[config.mk]
export PLATFORM = sky130hd
export DESIGN_NAME = slot_timer_arbiter
export DESIGN_NICKNAME = d
export VERILOG_FILES = /design/src/rtl/slot_timer_arbiter.sv
export SDC_FILE = /design/constraint.sdc
export NUM_CORES = 1
export LEC_CHECK = 0
export ABC_AREA = 0
export CAP_MARGIN = 20
export CORE_MARGIN = 3
export CORE_UTILIZATION = 25
export CTS_CLUSTER_DIAMETER = 50
export DETAILED_ROUTE_END_ITERATION = 12
export PLACE_DENSITY_LB_ADDON = 0.12
export SETUP_SLACK_MARGIN = 0.15
export SYNTH_ARGS = -nofsm -noshare
export SYNTH_HDL_FRONTEND = slang
export SYNTH_SLANG_ARGS = --single-unit
[constraint.sdc]
create_clock -name clk -period 4.3 [get_ports clk]
set_clock_uncertainty 0.1 [all_clocks]
set_input_delay 1.29 -clock clk [delete_from_list [all_inputs] [get_ports clk]]
set_output_delay 1.29 -clock clk [all_outputs]
set_load 0.1 [all_outputs]
[src/rtl/slot_timer_arbiter.sv]
// Round-robin arbiter granting a shared resource for fixed SLOT_LEN-cycle windows.
// Optional early release of a window via rel[owner] when SLOT_EARLY_RELEASE_EN is defined.
module slot_timer_arbiter #(
  parameter int NUM_REQ  = 4,
  parameter int SLOT_LEN = 32,
  parameter int ID_W     = 2
) (
  input  logic               clk,
  input  logic               reset,
  input  logic [NUM_REQ-1:0] req,
  input  logic [NUM_REQ-1:0] rel,
  output logic [NUM_REQ-1:0] grant,
  output logic [ID_W-1:0]    grant_id,
  output logic [4:0]         slot_count,
  output logic               slot_end,
  output logic               busy
);

  typedef enum logic {IDLE, GRANT} state_t;

  localparam int unsigned N    = NUM_REQ;
  localparam logic [4:0]  LAST = 5'(SLOT_LEN - 1);

  state_t              state, state_n;
  logic [ID_W-1:0]     rr_ptr, rr_ptr_n;
  logic [NUM_REQ-1:0]  grant_n;
  logic [ID_W-1:0]     grant_id_n;
  logic [4:0]          slot_count_n;
  logic                slot_end_n;
  logic                busy_n;

  logic                found;
  logic [ID_W-1:0]     winner;
  logic [ID_W-1:0]     next_ptr;
  logic                term;

  // Search req starting at rr_ptr, wrapping mod NUM_REQ; first hit wins.
  always_comb begin
    int unsigned idx;
    found    = 1'b0;
    winner   = '0;
    next_ptr = '0;
    for (int unsigned i = 0; i < N; i++) begin
      idx = (32'(rr_ptr) + i) % N;
      if (!found && req[idx]) begin
        found    = 1'b1;
        winner   = ID_W'(idx);
        next_ptr = ID_W'((idx + 1) % N);
      end
    end
  end

`ifdef SLOT_EARLY_RELEASE_EN
  assign term = (slot_count == LAST) || rel[grant_id];
`else
  // rel has no effect in this build; it is folded in only to keep the port referenced.
  assign term = (slot_count == LAST) | (1'b0 & (^rel));
`endif

  always_comb begin
    state_n      = state;
    rr_ptr_n     = rr_ptr;
    grant_n      = grant;
    grant_id_n   = grant_id;
    slot_count_n = slot_count;
    slot_end_n   = 1'b0;
    busy_n       = busy;
    unique case (state)
      IDLE: begin
        grant_n      = '0;
        busy_n       = 1'b0;
        slot_count_n = '0;
        if (found) begin
          grant_n[winner] = 1'b1;
          grant_id_n      = winner;
          busy_n          = 1'b1;
          rr_ptr_n        = next_ptr;
          state_n         = GRANT;
        end
      end
      GRANT: begin
        if (term) begin
          grant_n      = '0;
          busy_n       = 1'b0;
          slot_count_n = '0;
          slot_end_n   = 1'b1;
          state_n      = IDLE;
        end else begin
          slot_count_n = slot_count + 5'd1;
        end
      end
      default: state_n = IDLE;
    endcase
  end

  always_ff @(posedge clk or posedge reset) begin
    if (reset) begin
      state      <= IDLE;
      rr_ptr     <= '0;
      grant      <= '0;
      grant_id   <= '0;
      slot_count <= '0;
      slot_end   <= 1'b0;
      busy       <= 1'b0;
    end else begin
      state      <= state_n;
      rr_ptr     <= rr_ptr_n;
      grant      <= grant_n;
      grant_id   <= grant_id_n;
      slot_count <= slot_count_n;
      slot_end   <= slot_end_n;
      busy       <= busy_n;
    end
  end

endmodule

==> reports/results.ini <==
[run_status]
status = finished clean

[synth]
yosys.area.top_type_share_pct = 46.38
seq_area_frac_synth_pct = 46.38
yosys.area.top_type = dfrtp_1
async_flop_share_pct = 100.0
synth_cell_type_count = 36
synth_area_leaders = dfrtp_1, nand2b_1, nor2_1
ys.warnings.count = 0
yosys_register_bits = 16
synth_commonest_cells = dfrtp_1, nor2_1, nand2b_1, nand2_1
synthCells = 86
synth_edf_count = 0
synth_ff_type = dfrtp_1
syn_avg_cell_area_sq_um = 10.04
synth_nets = 98
netlist_area_sq_um = 863.3
yosysMostFrequentCell = dfrtp_1

[floorplan]
die_w_um = 64.77
pin_count = 23
initial_utilization_pct = 27.17
fp-row-count = 20
coreArea_sq_um = 3178
die_area_sq_um = 4195
die_height_um = 64.77

[layout]
insertedDiodeCount = 0
syn_to_final_growth_pct = 29.13
final_nets = 117
drive_above_1_share_pct = 9.615

[min_path]
hp-start = busy
holdPathStages = 2
hold_end = busy
hold_class = reg -> reg

[setup_path]
cp_cell_sequence = clkdlybuf4s50_1
cp_top_family = buffers and inverters
reg2reg_from = rr_ptr[0]
reg2reg_to = grant[1]
path_buf_inv = 1
rrSetupSlack_ns = 2.55
crit_path_max_fanout = 4
critPathCaptureType = primary output
arrival_ns = 1.84
crit_slowest_cell = clkdlybuf4s50_1
critical_path_class = reg -> out
worstRegToRegCells = 4
critPathMaxStageDelay_ns = 1.15
cp-start-kind = register
cp.required_ns = 2.91

[timing]
slew_headroom_pct = 35.28
rsz0062_at_grt = no
tns_ns = 0
slew_viol_final = 0
period_share_pct = 75.06
setup_viol = 0
worst_pin_slew_ns = 0.9677
max_freq_mhz = 309.8
min_period_ns = 3.228
hold_viol = 0

[clock_tree]
clk_path_buf_depth = 2
cts_max_level = 1
clkTransAtPathRegs_ns = 0.09
cts_setup_buffers = 0
insertion_delay_ns = 0.28
hold_buffers = 0
cts_tree = done
cts-root-buf = clkbuf_4
cts_made_buffers = 3
cts_resized = 0
cts.sinks = 16

[routing]
detailedRoute.firstIterationViolations = 33
via_count = 706
first_pass_iters = 4
postRouteAntennaNets = 0
drc_errors = 0
wl_um = 1751
avgViaCountPerCell = 4.770
routedWlPerCell_um = 11.83

[global_routing]
grt_max_degree = 17
first_global_vias = 644
antenna_found_initial = 0
overflow = 0
grt_usage_pct = 9.723
grt_pass1_wl_um = 3132

[flow_run]
drv_cap = 0

[place]
dp_hpwl_um = 1305
port_buffers = 18
place_congestion = 0.6605

[sequential cells by signal (all words and copies together), names as in the netlist]
register    count
rr_ptr          2
grant           4
slot_count      5
slot_end        1
busy            1
state           1
grant_id        2
[cells in the final DEF (no fill, tap or decap), drive strengths merged, types with 3 or more instances in the layout]
cell / Yosys / routed
clkdlybuf4s50: 0 / 18
dfrtp: 16 / 16
nor2: 9 / 9
nand2b: 7 / 7
nand2: 5 / 5
inv: 4 / 4
a21oi: 4 / 4
clkbuf: 0 / 4
a22o: 3 / 3
and2: 3 / 3
[metal layers]
| metal | wire length (um) | up-vias | share of wire [%] | track usage, % |
|---|---|---|---|---|
| met5 | 0 | - | 0 | 0 |
| met4 | 26 | 0 | 1.5 | 3.958 |
| met3 | 76 | 4 | 4.3 | 3.120 |
| met2 | 849 | 16 | 48 | 14.30 |
| met1 | 799 | 346 | 46 | 13.05 |
| li1 | - | 340 | - | - |
[worst max-delay path by stage]
stage / from / end / slack, ns / cells after the start
2_1_floorplan: req[2] / rr_ptr[0] / 1.79 / 4
3_3_place_gp: req[2] / rr_ptr[0] / 1.22 / 5
3_5_place_dp: req[3] / rr_ptr[0] / 1.23 / 5
4_1_cts: slot_count[0] / slot_count[0] / 1.05 / 1
5_1_grt: slot_count[0] / slot_count[0] / 1.02 / 1
6_report: slot_count[2] / slot_count[2] / 1.07 / 1
[through the flow]
step	hold WS [ns]	util [%]	area [sq um]	std cells	worst slack, ns
finish	0.3876	35.08	1115	148	1.072
global route	0.4194	35.08	1115	148	1.015
CTS	0.3922	35.08	1115	148	1.048
detailed placement	0.3698	33.94	1079	144	1.227
global placement	0.3642	33.94	1079	144	1.223
floorplan	0.4643	-	863.3	86	1.787
[final cells by class]
class / count / area [sq um]
Tap cell: 44 / 55.05
Inverter: 4 / 15.01
Clock buffer: 4 / 36.28
Timing Repair Buffer: 18 / 180.2
Sequential cell: 16 / 400.4
Fill cell: 336 / 2063
Multi-Input combinational cell: 62 / 427.9
[cells by family after synthesis]
group / share of synthesized area, %
AO/OA/AOI/OAI: 18.41
XOR/XNOR: 2.029
adder cells (fa/ha/maj): 2.898
buffers and inverters: 4.058
flip-flops: 46.38
multiplexers: 3.043
AND/OR/NAND/NOR: 23.19
Power is not shown: default switching activity piles up to over one toggle a cycle in this logic, so the estimate is an artifact.
